$ cat src/rtl/offchip_mem_pkg.sv
// offchip_mem_pkg: shared channel state type and access-width helper
// for the off-chip memory model.
package offchip_mem_pkg;

  // Widest data word the mask helper supports.
  localparam int MAX_DATA_W = 64;

  typedef enum logic [1:0] {
    IDLE    = 2'd0,
    RD_WAIT = 2'd1,
    WR_WAIT = 2'd2
  } chan_state_e;

  // Ones in the low size_bits positions of a data_w-bit word.
  // A size of 0, or one at least as wide as the word, selects the full word.
  function automatic logic [MAX_DATA_W-1:0] size_mask(input int unsigned size_bits,
                                                     input int unsigned data_w);
    logic [MAX_DATA_W-1:0] full_mask;
    full_mask = {MAX_DATA_W{1'b1}} >> (MAX_DATA_W - data_w);
    if (size_bits == 0 || size_bits >= data_w) return full_mask;
    return (MAX_DATA_W'(1) << size_bits) - MAX_DATA_W'(1);
  endfunction

endpackage

$ cat src/rtl/offchip_mem_chan.sv
// offchip_mem_chan: one request channel of the off-chip memory model.
// Holds the IDLE/RD_WAIT/WR_WAIT state machine, the latency counter and
// the request fields captured at acceptance. The storage array lives in
// the parent; this block only tells it which word to sample or update.
module offchip_mem_chan
  import offchip_mem_pkg::*;
#(
  parameter int ADDR_W    = 7,
  parameter int DATA_W    = 8,
  parameter int SIZE_W    = 4,
  parameter int DEPTH     = 32,
  parameter int BASE_ADDR = 0,
  parameter int RD_LAT    = 2,
  parameter int WR_LAT    = 1,
  parameter int IDX_W     = 5
) (
  input  logic              clock,
  input  logic              reset,
  input  logic              oe,
  input  logic              we,
  input  logic [ADDR_W-1:0] addr,
  input  logic [DATA_W-1:0] wdata,
  input  logic [SIZE_W-1:0] size,
  output logic              data_rdy,
  output logic              rd_fire,
  output logic              wr_fire,
  output logic              conflict,
  output logic [IDX_W-1:0]  mem_idx,
  output logic [DATA_W-1:0] wdata_q,
  output logic [DATA_W-1:0] mask_q
);

  localparam int MAX_LAT = (RD_LAT > WR_LAT) ? RD_LAT : WR_LAT;
  localparam int CNT_W   = $clog2(MAX_LAT + 1);

  chan_state_e       state_reg, state_next;
  logic [CNT_W-1:0]  cnt_reg, cnt_next;
  logic [IDX_W-1:0]  idx_reg;
  logic [DATA_W-1:0] mask_reg;
  logic [DATA_W-1:0] wdata_reg;
  logic              capture;

  logic [31:0]       offset;
  logic              in_range;
  logic [IDX_W-1:0]  idx_in;
  logic [DATA_W-1:0] mask_in;

  // Addresses below the base wrap to a huge offset, so one compare covers both bounds.
  assign offset   = 32'(addr) - 32'(BASE_ADDR);
  assign in_range = offset < 32'(DEPTH);
  assign idx_in   = offset[IDX_W-1:0];
  assign mask_in  = DATA_W'(size_mask(32'(size), DATA_W));
  assign conflict = oe & we;

  // Next state: accept in IDLE, count down in WAIT, abort when the enable drops.
  always_comb begin
    state_next = state_reg;
    cnt_next   = cnt_reg;
    capture    = 1'b0;
    rd_fire    = 1'b0;
    wr_fire    = 1'b0;
    case (state_reg)
      IDLE: begin
        if (oe && !we && in_range) begin
          state_next = RD_WAIT;
          cnt_next   = CNT_W'(RD_LAT - 1);
          capture    = 1'b1;
        end else if (we && !oe && in_range) begin
          state_next = WR_WAIT;
          cnt_next   = CNT_W'(WR_LAT - 1);
          capture    = 1'b1;
        end
      end
      RD_WAIT: begin
        if (!oe) begin
          state_next = IDLE;
          cnt_next   = '0;
        end else if (cnt_reg == '0) begin
          rd_fire    = 1'b1;
          state_next = IDLE;
        end else begin
          cnt_next = cnt_reg - CNT_W'(1);
        end
      end
      WR_WAIT: begin
        if (!we) begin
          state_next = IDLE;
          cnt_next   = '0;
        end else if (cnt_reg == '0) begin
          wr_fire    = 1'b1;
          state_next = IDLE;
        end else begin
          cnt_next = cnt_reg - CNT_W'(1);
        end
      end
      default: begin
        state_next = IDLE;
        cnt_next   = '0;
      end
    endcase
  end

  // State and latency counter; reset drops any access in flight.
  always_ff @(posedge clock or negedge reset) begin
    if (!reset) begin
      state_reg <= IDLE;
      cnt_reg   <= '0;
    end else begin
      state_reg <= state_next;
      cnt_reg   <= cnt_next;
    end
  end

  // Request fields frozen at acceptance so the requester may change them later.
  always_ff @(posedge clock or negedge reset) begin
    if (!reset) begin
      idx_reg   <= '0;
      mask_reg  <= '0;
      wdata_reg <= '0;
    end else if (capture) begin
      idx_reg   <= idx_in;
      mask_reg  <= mask_in;
      wdata_reg <= wdata;
    end
  end

  // While idle the live address is presented so a 1-cycle read samples at acceptance.
  assign mem_idx  = (state_reg == IDLE) ? idx_in : idx_reg;
  assign mask_q   = mask_reg;
  assign wdata_q  = wdata_reg;
  assign data_rdy = rd_fire | wr_fire;

endmodule

$ cat config.mk
export PLATFORM = sky130hd
export DESIGN_NAME = offchip_mem_chan
export DESIGN_NICKNAME = d
export VERILOG_FILES = /design/src/rtl/offchip_mem_pkg.sv /design/src/rtl/offchip_mem_chan.sv
export SDC_FILE = /design/constraint.sdc
export NUM_CORES = 1
export LEC_CHECK = 0
export ABC_AREA = 1
export CAP_MARGIN = 25
export CORE_MARGIN = 3
export CORE_UTILIZATION = 40
export DETAILED_ROUTE_END_ITERATION = 8
export PLACE_DENSITY_LB_ADDON = 0.2
export SYNTH_ARGS = -nofsm -noshare
export SYNTH_HDL_FRONTEND = slang
export SYNTH_SLANG_ARGS = --single-unit
$ cat constraint.sdc
create_clock -name clock -period 1.4 [get_ports clock]
set_input_delay 0.28 -clock clock [delete_from_list [all_inputs] [get_ports clock]]
set_output_delay 0.28 -clock clock [all_outputs]
set_load 0.02 [all_outputs]
# ---- Word level (Yosys, flattened, before mapping)
# Cells that the tools add are included.
# W data, S select, Z words.
dict set report word_totals {
  register_bits 25
  inputBits 23
  out_inout_bits 25
  word_cells 49
}
dict set report classes {
  addsub 2
  n_lt_le_gt_ge 2
  eq_ne 3
  shift 1
  muxes 24
  bitwise_logic 2
  n_reduce_logical 10
}
# op n
set op_table {}
lappend op_table {{$mux W2} 10}
lappend op_table {{$mux W8} 2}
lappend op_table {{$pmux W2 S3} 2}
lappend op_table {{$mux W1} 9}
lappend op_table {{$shl A1 B4 Y8 const A} 1}
lappend op_table {{$sub A8 B2 Y8 const B} 1}
lappend op_table {{$lt A7 B6 Y1 const B} 1}
lappend op_table {{$mux W5} 1}
lappend op_table {{$ge A4 B4 Y1 const B} 1}
lappend op_table {{$logic_and A1 B1 Y1} 4}
lappend op_table {{$logic_not A2 Y1} 2}
lappend op_table {{$logic_not A4 Y1} 1}
lappend op_table {{$ne A3 B3 Y1 const B} 1}
lappend op_table {{$eq A2 B1 Y1 const B} 1}
lappend op_table {{$eq A2 B2 Y1 const B} 1}
lappend op_table {{$logic_not A1 Y1} 2}
lappend op_table {{$sub A2 B1 Y2 const B} 1}
lappend op_table {{$and A1 B1 Y1} 1}
lappend op_table {{$logic_or A1 B1 Y1} 1}
lappend op_table {{$or A1 B1 Y1} 1}

# ---- Logic depth before layout (Yosys ltp)
# Gate-level depths: netlist of the first run.
dict set report depth {
  word_depth 6
  depth_mapped 10
  ltp_nobuf 10
}

# ---- Worst setup path after synthesis of the first run
# Ideal clock, no wire load.
dict set report synth_timing {
  path_kind {register to output}
  from {reg state_reg[0]}
  to {out mem_idx[0]}
  arrival_time_ns 1.148
  required_ns 1.120
  slack_ns -0.028
  path_stages_with_launch 4
  path_buffers 1
  cell_sequence {dfrtp_1 nor2_4 clkbuf_1 o21ai_0}
}
dict set report synth_via {
  elab_chain_cells 2
}
# item line
set synth_rtl {}
lappend synth_rtl {{from (decl)} offchip_mem_chan.sv:36} ;# chan_state_e state_reg, state_next;
lappend synth_rtl {{from (signal assigned)} offchip_mem_chan.sv:109} ;# state_reg <= state_next;
lappend synth_rtl {{$logic_not A2 Y1} offchip_mem_chan.sv:128} ;# assign mem_idx = (state_reg == IDLE) ? idx_in : idx_reg;
lappend synth_rtl {{$mux W5} offchip_mem_chan.sv:128}
lappend synth_rtl {{to (decl)} offchip_mem_chan.sv:28} ;# output logic [IDX_W-1:0] mem_idx,
# Every way passes these cells.

# ---- Worst setup path in the final report of the first run
dict set report layout_timing {
  from {reg state_reg[1]}
  to {out mem_idx[2]}
}
# Same word-level chain as after synthesis.

==> results of run 1 <==
## timing repair
item	in CTS	in global routing
hold endpoints to repair	0	0
resized for setup	83	50
pin swaps	5	11
endpoints found under the setup margin	44	28
hold buffers	0	0
setup buffers	6	2
cloned	3	0
## worst max-delay path: stages, from the launching register on
cell and delay [ns]:
dfrtp_2 0.49, nor2_4 0.19, buf_4 0.13, o21ai_1 0.06
buf_4 0.16
## layer usage
metal  vias up  share of wire [%]
li1        713                  -
met1       677                 40
met2        31                 55
met3         4                3.8
met4         0                1.0
met5         -                  0
## path summary, 6_finish.rpt
check	from	end	depth (start not counted)
worst min-delay path	reset	wdata_q[3]$_DFFE_PN0P_	2
worst max register to register	state_reg[0]$_DFFE_PN0P_	wdata_q[4]$_DFFE_PN0P_	7
worst min register to register	wdata_q[6]$_DFFE_PN0P_	wdata_q[6]$_DFFE_PN0P_	2
max in group asynchronous	reset	state_reg[1]$_DFFE_PN0P_	2
worst max-delay path	state_reg[1]$_DFFE_PN0P_	mem_idx[2]	4
min in group clock	size[2]	mask_q[3]$_DFFE_PN0P_	4
## area by class of cell
class	instances	area (sq um)
tap	44	55.1
sequential	25	628
multi-input combinational	123	704
fill	241	827
timing repair buffer	81	739
inverter	23	93.8
clock inverter	1	7.51
clock buffer	3	22.5
## stage by stage
| stage | hold WS, ns | utilization, % |
|---|---|---|
| global placement | 0.450 | 65.0 |
| detailed placement | 0.454 | 65.0 |
| global route | 0.299 | 73.1 |
| finish | 0.297 | 73.1 |
| floorplan | -0.0156 | - |
| CTS | 0.313 | 68.2 |
## report_power, final
part	internal, W	switching [W]
clock	0.000109	0.000229
combinational	0.000816	0.00104
sequential	0.00101	0.000163
total	0.00193	0.00143
## kinds of logic after synthesis
family,after synthesis,synth area share (%)
AND/OR/NAND/NOR,104,36.0
buffers and inverters,27,8.93
flip-flops,25,48.0
AO/OA/AOI/OAI,16,6.14
adder cells (fa/ha/maj),1,0.960
## cell usage in the layout (no fill, tap or decap), drive strengths merged
cell and n:
inv 23, or2 1, dlygate4sd2 17, clkdlybuf4s50 18
clkinvlp 1, dlymetal6s2s 2, a21oi 1, nor3 3
clkbuf 3, nand2 72, buf 43, dfrtp 25
o21ai 15, clkdlybuf4s15 1, nor2 13, nand4 3
ha 1, nand3 14
==> summary.txt, run 1 <==
Post-Syn Area -> 0.00130 sq mm
Worst EP required -> 1.12 ns
type of origin of the critical path -> flop
pin count of the biggest net entering global routing -> 26
minimum clock period -> 1.64 ns
Mapped Cells -> 173
count leader, synth -> nand2_1
GRT Util Overall -> 20.2%
worst clock skew -> 0.0104 ns
Die X -> 63.1 um
Min-Delay Path Class -> in -> async
number of diodes -> 0
initial core utilization -> 42.4%
Finished Layout Cells -> 300
Fin Setup TNS -> -1.54 ns
DRC violations left -> 0
VDD IR max -> 0.000904 V
post-route clock period utilization -> 117%
CTS clock-pin slew for the worst setup and hold paths -> 0.15 ns
Synth top area share -> 48.0%
WL/cell -> 12.7 um
Hold Vio Cnt, Final -> 0
max-cap viol count -> 0
first-pass GRT wire length -> 6570 um
core area -> 0.00308 sq mm
Max-slew headroom -> 78.2%
ys async rst share -> 100%
Clock Tree Buf Depth -> 2
fmax -> 0.611 GHz
DP Wirelength -> 2600 um
share of layout cells above drive strength 1 -> 37.9%
Vias -> 1425
Final Total Pwr -> 0.00336 W
vias in the first global route -> 1517
global route overflow -> 0
clk root buf -> clkbuf_4
met2 Use GR -> 38.1%
input/output buffers -> 47
Via density -> 4.75
Worst Path Arrival -> 1.36 ns
clk sink count -> 25
post-synth net total -> 197
GPL Wtd Cong -> 0.834
number of synthesized register bits -> 25
CP endpoint kind -> output port
sequential share of the synthesized area -> 48.0%
CTS H-tree lvls -> 1
critical path type -> reg -> out
endpoints failing setup -> 9
LEAKAGE -> 1.18 nW
Iter 0 DRT Violations -> 76
met1 GRT Util -> 23.3%
antenna violations before repair -> 0
CTS Buf Count -> 3
post-route antenna net violation count -> 0
Place WS -> -0.541 ns
Final WS setup -> -0.236 ns
# IOs -> 48
cell area power density -> 1490 mW/mm^2
failing checks -> negative setup slack
die area -> 0.00398 sq mm
row count -> 20
Final Max Tran Viols -> 0
Area contributors post-synth -> dfrtp_1, nand2_1, inv_1
clk_lat worst skew -> 0.32 ns
number of flops mapped to enable cells by yosys -> 0
final wirelength -> 3810 um
RSZ-0062 raised after global routing -> true
placed cell count -> 287
commonest cells in the netlist -> nand2_1, dfrtp_1, inv_1
CTS tree -> done
CP max FO -> 5
Synthesis Warnings -> 0
outcome -> complete, but fails checks
synth unique cells -> 22
Reg2Reg Setup Slack -> -0.01 ns
GR peak layer -> met2
fin area -> 0.00225 sq mm
Synth Flop Type -> dfrtp_1
GRT met3 Usage -> 3.39%
most area-hungry cell type in the Yosys netlist -> dfrtp_1
First-pass DRT Iterations -> 4
cell area after placement -> 0.00200 sq mm
syn avg cell area -> 7.54 sq um
worst-margin pin slew -> 0.327 ns
nets -> 281
area growth from synthesis to layout -> 72.6%
Die H -> 63.1 um
Note: power is estimated with default switching activity, not from simulation.
==> run 2: changes to the inputs <==
- CORE_MARGIN: 3 -> unset
- PLACE_DENSITY_LB_ADDON: 0.2 -> 0.15
==> run 2 against run 1 <==
  * The flow still finishes with violations (negative setup slack)
  * Worst setup slack improved by 0.0031 ns
  * Die area fell by 12%
  * Fmax rose by 0.19%
  * Total power down 4.6%
  * Count of clock-buffer cells in the layout grew 1
  * Via count rose by 0.49%
  * Hold slack better by 0.015 ns
  * Final cell count stayed put
  * Clock power down 4%
  * Final area down 4.1%
  * Sequential power barely moved
  * Critical path type unchanged
  * Largest cell class unchanged
  * Largest power group unchanged
==> summary.txt, run 2 (same netlist as run 1, synthesis figures left out) <==
outcome -> complete, but fails checks (unchanged)
failing checks -> negative setup slack (unchanged)
Fin Setup TNS -> -2.18 ns (was -1.54 ns)
global route overflow -> 0 (unchanged)
# IOs -> 48 (unchanged)
Final Max Tran Viols -> 0 (unchanged)
LEAKAGE -> 1.15 nW (was 1.18 nW)
Die H -> 59.1 um (was 63.1 um)
post-route clock period utilization -> 117% (about the same)
pin count of the biggest net entering global routing -> 26 (unchanged)
Final WS setup -> -0.233 ns (was -0.236 ns)
Via density -> 4.77 (was 4.75)
cell area power density -> 1490 mW/mm^2 (about the same)
row count -> 20 (unchanged)
Worst Path Arrival -> 1.35 ns (was 1.36 ns)
nets -> 281 (unchanged)
CTS clock-pin slew for the worst setup and hold paths -> 0.13 ns (was 0.15 ns)
fmax -> 0.612 GHz (was 0.611 GHz)
vias in the first global route -> 1387 (was 1517)
clk root buf -> clkbuf_4 (unchanged)
GRT met3 Usage -> 3.28% (was 3.39%)
DP Wirelength -> 2470 um (was 2600 um)
placed cell count -> 283 (was 287)
Hold Buf Count CTS -> 0 (unchanged)
DRC violations left -> 0 (unchanged)
final hold slack -> 0.312 ns (was 0.297 ns)
CP endpoint kind -> output port (unchanged)
worst-margin pin slew -> 0.325 ns (was 0.327 ns)
worst r2r src -> state_reg[0]$_DFFE_PN0P_ (unchanged)
Final Total Pwr -> 0.00321 W (was 0.00336 W)
Max-slew headroom -> 78.3% (was 78.2%)
met2 Use GR -> 41.2% (was 38.1%)
minimum clock period -> 1.63 ns (was 1.64 ns)
core area -> 0.00308 sq mm (unchanged)
share of layout cells above drive strength 1 -> 26.6% (was 37.9%)
post-route antenna net violation count -> 0 (unchanged)
Iter 0 DRT Violations -> 49 (was 76)
endpoints failing setup -> 29 (was 9)
WL/cell -> 12.3 um (was 12.7 um)
FILL cells -> 265 (was 241)
final core occ -> 70.1% (was 73.1%)
Die X -> 59.1 um (was 63.1 um)
first-pass GRT wire length -> 5870 um (was 6570 um)
Clock Tree Buf Depth -> 2 (unchanged)
die area -> 0.00349 sq mm (was 0.00398 sq mm)
GPL Wtd Cong -> 0.871 (was 0.834)
commonest non-fill, non-tap cell in the layout -> nand2_1 (unchanged)
First-pass DRT Iterations -> 4 (unchanged)
initial core utilization -> 42.4% (unchanged)
CTS H-tree lvls -> 1 (unchanged)
critical path type -> reg -> out (unchanged)
Worst EP required -> 1.12 ns (about the same)
GR peak layer -> met2 (unchanged)
Finished Layout Cells -> 300 (unchanged)
Min-Delay Path Class -> in -> async (unchanged)
worst clock skew -> 0.00163 ns (was 0.0104 ns)
Hold Vio Cnt, Final -> 0 (unchanged)
CTS tree -> done (unchanged)
CTS Buf Count -> 3 (unchanged)
Vias -> 1432 (was 1425)
RSZ-0062 raised after global routing -> true (unchanged)
area growth from synthesis to layout -> 65.5% (was 72.6%)
VDD IR max -> 0.000780 V (was 0.000904 V)
clk sink count -> 25 (unchanged)
clk_lat worst skew -> 0.31 ns (was 0.32 ns)
GRT Util Overall -> 22.2% (was 20.2%)
antenna violations before repair -> 0 (unchanged)
input/output buffers -> 47 (unchanged)
Reg2Reg Setup Slack -> -0.06 ns (was -0.01 ns)
met1 GRT Util -> 25.9% (was 23.3%)
number of diodes -> 0 (unchanged)
type of origin of the critical path -> flop (unchanged)
most frequent cells in the layout -> nand2_1, buf_4, dfrtp_1 (was nand2_1, buf_4, nand2_2)
cell count of the worst reg-to-reg path -> 8 (was 7)
final wirelength -> 3680 um (was 3810 um)
Worst R2R End -> idx_reg[2]$_DFFE_PN0P_ (was wdata_q[4]$_DFFE_PN0P_)
max-cap viol count -> 0 (unchanged)
CP max FO -> 5 (unchanged)
[run 2: cell count changes in the layout (fill, tap and decap cells not counted), moves of 2 or more]
cell and delta:
o21ai_2 -6, buf_6 -3, inv_2 +3, o21ai_1 +5
nand2_1 +24, buf_4 +3, nand2_2 -23, inv_1 -2
[run 2: how the worst max path moves through the flow]
stage	start	endpoint	cells after the start
3_5_place_dp	we	data_rdy	4
6_report	state_reg[0]$_DFFE_PN0P_	mem_idx[3]	5
4_1_cts	state_reg[1]$_DFFE_PN0P_	mem_idx[3]	5
3_3_place_gp	we	data_rdy	4
2_1_floorplan	state_reg[0]$_DFFE_PN0P_	mem_idx[3]	3
5_1_grt	state_reg[0]$_DFFE_PN0P_	mem_idx[0]	5
[run 2: final cells by class]
type	count	area, sq um	share of cell area, %
multi-input cells	123	629	29.2
repair buffers	81	733	34.0
flip-flops and latches	25	628	29.1
inverters	23	86.3	4.00
well taps	44	55.1	2.55
clock buffers	4	26.3	1.22
[run 2: through the flow]
step | worst slack, ns | instance area [sq um]
after CTS | -0.252 | 2090
final | -0.233 | 2160
after detailed placement | -0.612 | 1980
after floorplan | -0.00997 | 1310
after global placement | -0.563 | 1980
after global routing | -0.300 | 2160
[run 2: critical path, stage by stage (launching register included)]
cell and delay, ns:
dfrtp_2 0.47, nor2_4 0.19, buf_6 0.12, nand2_2 0.03, o21ai_1 0.07, buf_4 0.15
[run 2: metal layers]
metal | part of all wire, % | vias up
li1 | - | 708
met1 | 40 | 650
met2 | 53 | 62
met3 | 5.4 | 12
met4 | 1.9 | 0
met5 | 0 | -
[run 2: where the power goes]
group          leakage (nW)  switching, W  internal (W)  total, W
clock                0.0150      0.000213      0.000111  0.000324
sequential            0.302      0.000158       0.00101   0.00116
combinational         0.832      0.000968      0.000750   0.00172
[run 2: what timing repair did]
| action | 4_1_cts | 5_1_grt |
|---|---|---|
| buffers inserted | 7 | 3 |
| gates cloned | 3 | 0 |
| gates resized for setup | 78 | 16 |
| setup endpoints to repair | 45 | 32 |
| pin swaps | 4 | 3 |
